--- src/rtl/id_stage_s_if.sv ---
// Fetch/writeback-to-decode bus and ID/EX outputs of id_stage_s.
// master = upstream fetch/writeback side, slave = the decode stage.
interface id_stage_s_if;
  logic        is_flush;
  logic        if_valid;
  logic [31:0] if_pc;
  logic [31:0] if_instr;
  logic        wb_we;
  logic [4:0]  wb_rd;
  logic [31:0] wb_data;

  logic        is_stall;
  logic        id_valid;
  logic [31:0] id_pc;
  logic [31:0] id_rs1_data;
  logic [31:0] id_rs2_data;
  logic [31:0] id_imm;
  logic [4:0]  id_rs1;
  logic [4:0]  id_rs2;
  logic [4:0]  id_rd;
  logic [2:0]  id_funct3;
  logic        id_funct7b5;
  logic [6:0]  id_opcode;
  logic        id_alu_src;
  logic        id_mem_read;
  logic        id_mem_write;
  logic        id_reg_write;
  logic        id_branch;
  logic        id_jump;
  logic        id_illegal;

  modport master (
    output is_flush, if_valid, if_pc, if_instr, wb_we, wb_rd, wb_data,
    input  is_stall, id_valid, id_pc, id_rs1_data, id_rs2_data, id_imm,
    input  id_rs1, id_rs2, id_rd, id_funct3, id_funct7b5, id_opcode,
    input  id_alu_src, id_mem_read, id_mem_write, id_reg_write,
    input  id_branch, id_jump, id_illegal
  );

  modport slave (
    input  is_flush, if_valid, if_pc, if_instr, wb_we, wb_rd, wb_data,
    output is_stall, id_valid, id_pc, id_rs1_data, id_rs2_data, id_imm,
    output id_rs1, id_rs2, id_rd, id_funct3, id_funct7b5, id_opcode,
    output id_alu_src, id_mem_read, id_mem_write, id_reg_write,
    output id_branch, id_jump, id_illegal
  );
endinterface

--- src/rtl/id_stage_s.sv ---
// RV32I decode stage: register file, decoder, load-use hazard detection, ID/EX register.
// Optional macro WB_BYPASS_EN: writeback write-through on register reads.
module id_stage_s (
  input  logic         clk,
  input  logic         reset,
  id_stage_s_if.slave  bus
);

  typedef enum logic [6:0] {
    OP_R      = 7'b0110011,
    OP_IMM    = 7'b0010011,
    OP_LOAD   = 7'b0000011,
    OP_STORE  = 7'b0100011,
    OP_BRANCH = 7'b1100011,
    OP_JAL    = 7'b1101111,
    OP_JALR   = 7'b1100111,
    OP_LUI    = 7'b0110111,
    OP_AUIPC  = 7'b0010111
  } opcode_e;

  typedef struct packed {
    logic alu_src;
    logic mem_read;
    logic mem_write;
    logic reg_write;
    logic branch;
    logic jump;
    logic illegal;
  } ctl_t;

  logic [31:0] instr;
  logic [4:0]  rs1;
  logic [4:0]  rs2;
  logic [4:0]  rd;
  ctl_t        ctl;
  logic [31:0] imm;
  logic        uses_rs1;
  logic        uses_rs2;
  logic [31:0] rs1_data;
  logic [31:0] rs2_data;
  logic        stall;
  logic        bubble;

  logic [31:0] regs [32];

  logic        valid_q;
  logic [31:0] pc_q;
  logic [31:0] rs1_data_q;
  logic [31:0] rs2_data_q;
  logic [31:0] imm_q;
  logic [4:0]  rs1_q;
  logic [4:0]  rs2_q;
  logic [4:0]  rd_q;
  logic [2:0]  funct3_q;
  logic        funct7b5_q;
  logic [6:0]  opcode_q;
  ctl_t        ctl_q;

  assign instr = bus.if_instr;
  assign rs1   = instr[19:15];
  assign rs2   = instr[24:20];
  assign rd    = instr[11:7];

  always_ff @(posedge clk) begin
    if (reset) begin
      for (int unsigned i = 0; i < 32; i++) begin
        regs[i] <= '0;
      end
    end else if (bus.wb_we && bus.wb_rd != '0) begin
      regs[bus.wb_rd] <= bus.wb_data;
    end
  end

  function automatic logic [31:0] rf_read(input logic [4:0] idx);
    logic [31:0] val;
    val = regs[idx];
`ifdef WB_BYPASS_EN
    if (bus.wb_we && bus.wb_rd != '0 && bus.wb_rd == idx) begin
      val = bus.wb_data;
    end
`else
`endif
    if (idx == '0) begin
      val = '0;
    end
    return val;
  endfunction

  always_comb begin
    rs1_data = rf_read(rs1);
    rs2_data = rf_read(rs2);
  end

  always_comb begin
    ctl      = '0;
    imm      = '0;
    uses_rs1 = 1'b0;
    uses_rs2 = 1'b0;
    case (instr[6:0])
      OP_R: begin
        ctl.reg_write = 1'b1;
        uses_rs1      = 1'b1;
        uses_rs2      = 1'b1;
      end
      OP_IMM: begin
        ctl.reg_write = 1'b1;
        ctl.alu_src   = 1'b1;
        imm           = {{20{instr[31]}}, instr[31:20]};
        uses_rs1      = 1'b1;
      end
      OP_LOAD: begin
        ctl.reg_write = 1'b1;
        ctl.alu_src   = 1'b1;
        ctl.mem_read  = 1'b1;
        imm           = {{20{instr[31]}}, instr[31:20]};
        uses_rs1      = 1'b1;
      end
      OP_STORE: begin
        ctl.mem_write = 1'b1;
        ctl.alu_src   = 1'b1;
        imm           = {{20{instr[31]}}, instr[31:25], instr[11:7]};
        uses_rs1      = 1'b1;
        uses_rs2      = 1'b1;
      end
      OP_BRANCH: begin
        ctl.branch = 1'b1;
        imm        = {{19{instr[31]}}, instr[31], instr[7], instr[30:25],
                      instr[11:8], 1'b0};
        uses_rs1   = 1'b1;
        uses_rs2   = 1'b1;
      end
      OP_JAL: begin
        ctl.jump      = 1'b1;
        ctl.reg_write = 1'b1;
        imm           = {{11{instr[31]}}, instr[31], instr[19:12], instr[20],
                         instr[30:21], 1'b0};
      end
      OP_JALR: begin
        ctl.jump      = 1'b1;
        ctl.reg_write = 1'b1;
        ctl.alu_src   = 1'b1;
        imm           = {{20{instr[31]}}, instr[31:20]};
        uses_rs1      = 1'b1;
      end
      OP_LUI, OP_AUIPC: begin
        ctl.reg_write = 1'b1;
        ctl.alu_src   = 1'b1;
        imm           = {instr[31:12], 12'b0};
      end
      default: begin
        ctl.illegal = 1'b1;
      end
    endcase
  end

  // Flush is folded into the stall term so a flushed cycle never also stalls fetch.
  always_comb begin
    stall = valid_q && ctl_q.mem_read && (rd_q != '0) && bus.if_valid &&
            !bus.is_flush &&
            ((uses_rs1 && rs1 == rd_q) || (uses_rs2 && rs2 == rd_q));
    bubble = bus.is_flush || stall || !bus.if_valid;
  end

  always_ff @(posedge clk) begin
    if (reset) begin
      valid_q    <= 1'b0;
      pc_q       <= '0;
      rs1_data_q <= '0;
      rs2_data_q <= '0;
      imm_q      <= '0;
      rs1_q      <= '0;
      rs2_q      <= '0;
      rd_q       <= '0;
      funct3_q   <= '0;
      funct7b5_q <= 1'b0;
      opcode_q   <= '0;
      ctl_q      <= '0;
    end else begin
      valid_q    <= !bubble;
      pc_q       <= bus.if_pc;
      rs1_data_q <= rs1_data;
      rs2_data_q <= rs2_data;
      imm_q      <= imm;
      rs1_q      <= rs1;
      rs2_q      <= rs2;
      rd_q       <= rd;
      funct3_q   <= instr[14:12];
      funct7b5_q <= instr[30];
      opcode_q   <= instr[6:0];
      ctl_q      <= bubble ? '0 : ctl;
    end
  end

  assign bus.is_stall     = stall;
  assign bus.id_valid     = valid_q;
  assign bus.id_pc        = pc_q;
  assign bus.id_rs1_data  = rs1_data_q;
  assign bus.id_rs2_data  = rs2_data_q;
  assign bus.id_imm       = imm_q;
  assign bus.id_rs1       = rs1_q;
  assign bus.id_rs2       = rs2_q;
  assign bus.id_rd        = rd_q;
  assign bus.id_funct3    = funct3_q;
  assign bus.id_funct7b5  = funct7b5_q;
  assign bus.id_opcode    = opcode_q;
  assign bus.id_alu_src   = ctl_q.alu_src;
  assign bus.id_mem_read  = ctl_q.mem_read;
  assign bus.id_mem_write = ctl_q.mem_write;
  assign bus.id_reg_write = ctl_q.reg_write;
  assign bus.id_branch    = ctl_q.branch;
  assign bus.id_jump      = ctl_q.jump;
  assign bus.id_illegal   = ctl_q.illegal;

endmodule
--- src/flat_wrapper.sv ---
// flat-port wrapper written by rule: the top's interface ports become plain ports
module id_stage_s_flat 
  (clk, reset, bus_is_flush, bus_if_valid, bus_if_pc, bus_if_instr, bus_wb_we, bus_wb_rd, bus_wb_data, bus_is_stall, bus_id_valid, bus_id_pc, bus_id_rs1_data, bus_id_rs2_data, bus_id_imm, bus_id_rs1, bus_id_rs2, bus_id_rd, bus_id_funct3, bus_id_funct7b5, bus_id_opcode, bus_id_alu_src, bus_id_mem_read, bus_id_mem_write, bus_id_reg_write, bus_id_branch, bus_id_jump, bus_id_illegal);
  id_stage_s_if bus_i ();
  input  logic clk;
  input  logic reset;
  input wire logic [$bits(bus_i.is_flush)-1:0] bus_is_flush;
  input wire logic [$bits(bus_i.if_valid)-1:0] bus_if_valid;
  input wire logic [$bits(bus_i.if_pc)-1:0] bus_if_pc;
  input wire logic [$bits(bus_i.if_instr)-1:0] bus_if_instr;
  input wire logic [$bits(bus_i.wb_we)-1:0] bus_wb_we;
  input wire logic [$bits(bus_i.wb_rd)-1:0] bus_wb_rd;
  input wire logic [$bits(bus_i.wb_data)-1:0] bus_wb_data;
  output wire logic [$bits(bus_i.is_stall)-1:0] bus_is_stall;
  output wire logic [$bits(bus_i.id_valid)-1:0] bus_id_valid;
  output wire logic [$bits(bus_i.id_pc)-1:0] bus_id_pc;
  output wire logic [$bits(bus_i.id_rs1_data)-1:0] bus_id_rs1_data;
  output wire logic [$bits(bus_i.id_rs2_data)-1:0] bus_id_rs2_data;
  output wire logic [$bits(bus_i.id_imm)-1:0] bus_id_imm;
  output wire logic [$bits(bus_i.id_rs1)-1:0] bus_id_rs1;
  output wire logic [$bits(bus_i.id_rs2)-1:0] bus_id_rs2;
  output wire logic [$bits(bus_i.id_rd)-1:0] bus_id_rd;
  output wire logic [$bits(bus_i.id_funct3)-1:0] bus_id_funct3;
  output wire logic [$bits(bus_i.id_funct7b5)-1:0] bus_id_funct7b5;
  output wire logic [$bits(bus_i.id_opcode)-1:0] bus_id_opcode;
  output wire logic [$bits(bus_i.id_alu_src)-1:0] bus_id_alu_src;
  output wire logic [$bits(bus_i.id_mem_read)-1:0] bus_id_mem_read;
  output wire logic [$bits(bus_i.id_mem_write)-1:0] bus_id_mem_write;
  output wire logic [$bits(bus_i.id_reg_write)-1:0] bus_id_reg_write;
  output wire logic [$bits(bus_i.id_branch)-1:0] bus_id_branch;
  output wire logic [$bits(bus_i.id_jump)-1:0] bus_id_jump;
  output wire logic [$bits(bus_i.id_illegal)-1:0] bus_id_illegal;
  assign bus_i.is_flush = bus_is_flush;
  assign bus_i.if_valid = bus_if_valid;
  assign bus_i.if_pc = bus_if_pc;
  assign bus_i.if_instr = bus_if_instr;
  assign bus_i.wb_we = bus_wb_we;
  assign bus_i.wb_rd = bus_wb_rd;
  assign bus_i.wb_data = bus_wb_data;
  assign bus_is_stall = bus_i.is_stall;
  assign bus_id_valid = bus_i.id_valid;
  assign bus_id_pc = bus_i.id_pc;
  assign bus_id_rs1_data = bus_i.id_rs1_data;
  assign bus_id_rs2_data = bus_i.id_rs2_data;
  assign bus_id_imm = bus_i.id_imm;
  assign bus_id_rs1 = bus_i.id_rs1;
  assign bus_id_rs2 = bus_i.id_rs2;
  assign bus_id_rd = bus_i.id_rd;
  assign bus_id_funct3 = bus_i.id_funct3;
  assign bus_id_funct7b5 = bus_i.id_funct7b5;
  assign bus_id_opcode = bus_i.id_opcode;
  assign bus_id_alu_src = bus_i.id_alu_src;
  assign bus_id_mem_read = bus_i.id_mem_read;
  assign bus_id_mem_write = bus_i.id_mem_write;
  assign bus_id_reg_write = bus_i.id_reg_write;
  assign bus_id_branch = bus_i.id_branch;
  assign bus_id_jump = bus_i.id_jump;
  assign bus_id_illegal = bus_i.id_illegal;
  id_stage_s u_core (.clk(clk), .reset(reset), .bus(bus_i));
endmodule
--- config.mk ---
export PLATFORM = sky130hd
export DESIGN_NAME = id_stage_s_flat
export DESIGN_NICKNAME = d
export VERILOG_FILES = /design/src/rtl/id_stage_s_if.sv /design/src/rtl/id_stage_s.sv /design/src/flat_wrapper.sv
export SDC_FILE = /design/constraint.sdc
export NUM_CORES = 2
export LEC_CHECK = 0
export CORE_ASPECT_RATIO = 0.8
export CORE_MARGIN = 5
export CORE_UTILIZATION = 50
export DETAILED_ROUTE_END_ITERATION = 12
export PLACE_DENSITY = 0.8
export RECOVER_POWER = 25
export SLEW_MARGIN = 20
export SYNTH_ARGS = -nofsm -noshare
export SYNTH_HDL_FRONTEND = slang
export SYNTH_SLANG_ARGS = --single-unit
--- constraint.sdc ---
create_clock -name clk -period 5.95 [get_ports clk]
set_input_delay 1.19 -clock clk [delete_from_list [all_inputs] [get_ports clk]]
set_output_delay 1.19 -clock clk [all_outputs]
set_load 0.02 [all_outputs]
==> impl_metrics.csv <==
group,metric,value,unit
outcome,status,"finished, violations left",
outcome,violations,"capacitance limit, slew limit",
worst_setup_path,slowest_delay,2.70,ns
clocking,holdBufCountCts,0,
place,gp_congestion,0.899,
sta,fin_tns_setup,0,ns
worst_setup_path,critPathKind,"in2reg",
logic_synthesis,synth-edff-count,1024,
worst_setup_path,reg2regPathDepth,5,
clocking,clkTransAtPathRegs,0.07,ns
power,power,19700,uW
worst_setup_path,critPathMaxFanout,68,
drt,drtPass1Iterations,9,
logic_synthesis,ys_top_cells_by_count,"1024 x edfxtp_1, 1010 x and2_1, 412 x mux2i_1, 327 x mux4_2, 299 x clkbuf_1",
layout,drive_above_1_share,16.2,%
power,powerDensity,294,nW/um^2
logic_synthesis,yosysTopAreaCellShare,52.0,%
place,dp_hpwl,115,mm
global_routing,grt_max_degree,122,
worst_setup_path,critPathRequiredTime,6.49,ns
worst_setup_path,crit_chain,"clkbuf_1 > clkbuf_1 > buf_4 > o21bai_4 > a21oi_1",
worst_setup_path,r2r_slack,2.60,ns
worst_setup_path,worstPathArrival,5.88,ns
logic_synthesis,ys_async_sr_fraction,0,%
layout,area_growth,13.2,%
worst_setup_path,crit_path_start_kind,"input port",
clocking,cts_tree,"built",
worst_setup_path,cp_slowest_cell,"clkbuf_1",
sta,finalClockSkew,0.0344,ns
layout,stdcell_area,67000,sq um
logic_synthesis,synth_most_common_cell,"edfxtp_1",
floorplan,core-area,117000,sq um
drt,drcViolationCount,0,
drt,wl_per_cell,32.2,um
worst_setup_path,worst_path_most_repeated_cell,"clkbuf_1",
place,portBuffers,268,
power,p_leak,0.0236,uW
logic_synthesis,synthTopCellsByArea,"edfxtp_1 52%, mux4_2 12%, and2_1 11%",
power,vdd_drop_max,0.252,mV
place,place_inst,5728,
drt,vias_per_cell,6.69,
global_routing,antenna_found_initial,18,
logic_synthesis,syn_area_per_cell,14.1,sq um
drt,drt_iter0_drc,6292,
global_routing,grt_util_all_layers,29.7,%
sta,fmax,0.187,GHz
layout,nNetsFinal,4412,
worst_setup_path,cp-endpoint,"u_core.bus.id_imm[13]",
drt,routed_wl,192,mm
worst_setup_path,worst-path-stages,5,
drt,antenna_left,0,
clocking,clk_path_buf_depth,3,
logic_synthesis,synth-main-ff-cell,"edfxtp_1",
clocking,cts_root_buffer,"clkbuf_16",
clocking,post_cts_buffers,0,
sta,finalMaxSlewViolations,571,
sta,finalCritPeriodShare,89.6,%
clocking,worst_skew_pair.late_latency,0.73,ns
floorplan,row_count,112,
worst_hold_path,hold_class,"reg2reg",
global_routing,grt_pass1_vias,39157,
sta,setup_viol,0,
sta,fin_crit,5.33,ns
sta,worstMarginPinSlew,3.83,ns
logic_synthesis,yosys_warnings,0,
global_routing,grt_pass1_wl,273,mm
drt,dr_total_vias,39867,
clocking,cts_htree_levels,3,
logic_synthesis,synth-seq-cells,1186,
floorplan,die_y,318,um
clocking,cts_sinks,1186,
sta,relSlewSlack,-155,%
clocking,numCtsBuffers,115,
worst_setup_path,r2r-start,"u_core.bus.id_rd[3]",
global_routing,overflow,0,
layout,finalNonFillerCells,5956,
sta,hold_viol_final,0,
place,place_area,63200,sq um
floorplan,io_pins,269,
flow_run,max-cap-violations,17,
logic_synthesis,yosysTopAreaCell,"edfxtp_1",
floorplan,chipWidth,395,um
logic_synthesis,synth_area,59200,sq um
floorplan,start_util,50.5,%
worst_setup_path,r2r_end,"u_core.bus.id_mem_read",
floorplan,die-area,125000,sq um
worst_setup_path,cp-end-kind,"register",
sta,rsz0062_at_grt,"false",
worst_setup_path,crit_family,"buffers and inverters",
worst_setup_path,crit_start,"reset",
logic_synthesis,netlist_instances,4183,
logic_synthesis,ys_seq_area_share,57.4,%
clocking,cts_resized,0,
worst_setup_path,crit_buf_inv,3,
logic_synthesis,yosysUniqueCellTypes,63,
[worst min path at each step]
stage,from,end,cells past startpoint
2_1_floorplan,u_core.regs[6][27],u_core.bus.id_rs1_data[27],3
3_5_place_dp,u_core.regs[26][2],u_core.bus.id_rs1_data[2],4
6_report,u_core.regs[26][2],u_core.bus.id_rs1_data[2],4
5_1_grt,u_core.regs[6][27],u_core.bus.id_rs1_data[27],3
4_1_cts,u_core.regs[26][2],u_core.bus.id_rs1_data[2],4
3_3_place_gp,u_core.regs[26][2],u_core.bus.id_rs1_data[2],4
[report_power, final]
part	internal [uW]	leakage [uW]	switching [uW]	total, uW
Clock	4480	0.00192	3250	7720
Combinational	910	0.0106	1330	2240
Sequential	9490	0.0111	259	9750
Total	14900	0.0236	4840	19700
[registers in the layout, summed over array words and instances, names as in the netlist, 3 cells and up]
register,count
u_core.bus.id_rd,5
u_core.bus.id_opcode,7
u_core.bus.id_rs2,5
u_core.bus.id_imm,32
u_core.bus.id_funct3,3
u_core.bus.id_rs1_data,32
u_core.bus.id_pc,32
u_core.regs,1024
u_core.bus.id_rs2_data,32
u_core.bus.id_rs1,5
[logic make-up (layout without fill, tap and decap cells)]
family	Yosys count	count (layout)	share of synthesized area, %
AOI/OAI and AO/OA	399	399	5.11
xor gates and xnor gates	10	10	0.148
buffers and inverters	424	616	3.50
DFF	1186	1186	57.4
muxes	740	740	19.4
other	1	43	0.00634
and+or+nand+nor	1423	1423	14.4
[worst register-to-register path, cell delays in order (launching register included)]
cell and delay (ns):
dfxtp_1 0.39, or4_1 0.52, nor2_1 0.13, nor3_1 0.08, a2111oi_0 1.71, nor4b_4 0.44
[final cells by class]
type / count / area [sq um]
Clock buffer: 167 / 3330
Tap cell: 1539 / 1930
Timing Repair Buffer: 396 / 3680
Antenna cell: 11 / 27.5
Clock inverter: 50 / 614
Multi-Input combinational cell: 2604 / 23400
Sequential cell: 1186 / 34000
Fill cell: 8903 / 50200
Inverter: 3 / 11.3
[layer usage]
metal | routed length (um) | vias to the layer above | GRT usage (%)
met1 | 67100 | 19819 | 39.4
met3 | 29800 | 633 | 10.4
met4 | 11600 | 4 | 15.0
met2 | 83200 | 3418 | 43.6
li1 | - | 15993 | -
met5 | 106 | - | 0.912
[placed cells by master (no fill, tap or decap), types with 15 or more instances in the layout]
cell type        synthesis  routed
a21oi_1                 23      23
a22o_1                  35      35
clkinv_2                 0      15
o22ai_1                 20      20
nand3_1                104     104
mux4_2                 327     327
dfxtp_1                162     162
a221oi_1                34      34
nor2b_1                 78      71
nor2_1                  55      30
nand2_1                 72      72
conb_1                   1      32
nand2b_1                17      17
buf_4                   29     103
and2_0                   0     229
edfxtp_1              1024    1024
mux2i_1                412     412
or2_2                   33      28
a22oi_1                201     201
clkbuf_16                0     121
a31oi_1                 41      41
and2_1                1010     777
nor2_2                   0      17
clkdlybuf4s50_1          0     248
clkbuf_1               299      49
[stage by stage]
stage	setup slack [ns]	hold WS [ns]	utilization, %
after floorplan	2.39	0.727	-
after global placement	0.972	0.774	53.9
after detailed placement	0.956	0.785	53.9
after CTS	0.960	0.789	57.3
after global routing	0.566	0.844	57.2
final	0.616	0.798	57.2
No activity file was read; power rests on OpenSTA's default activity.
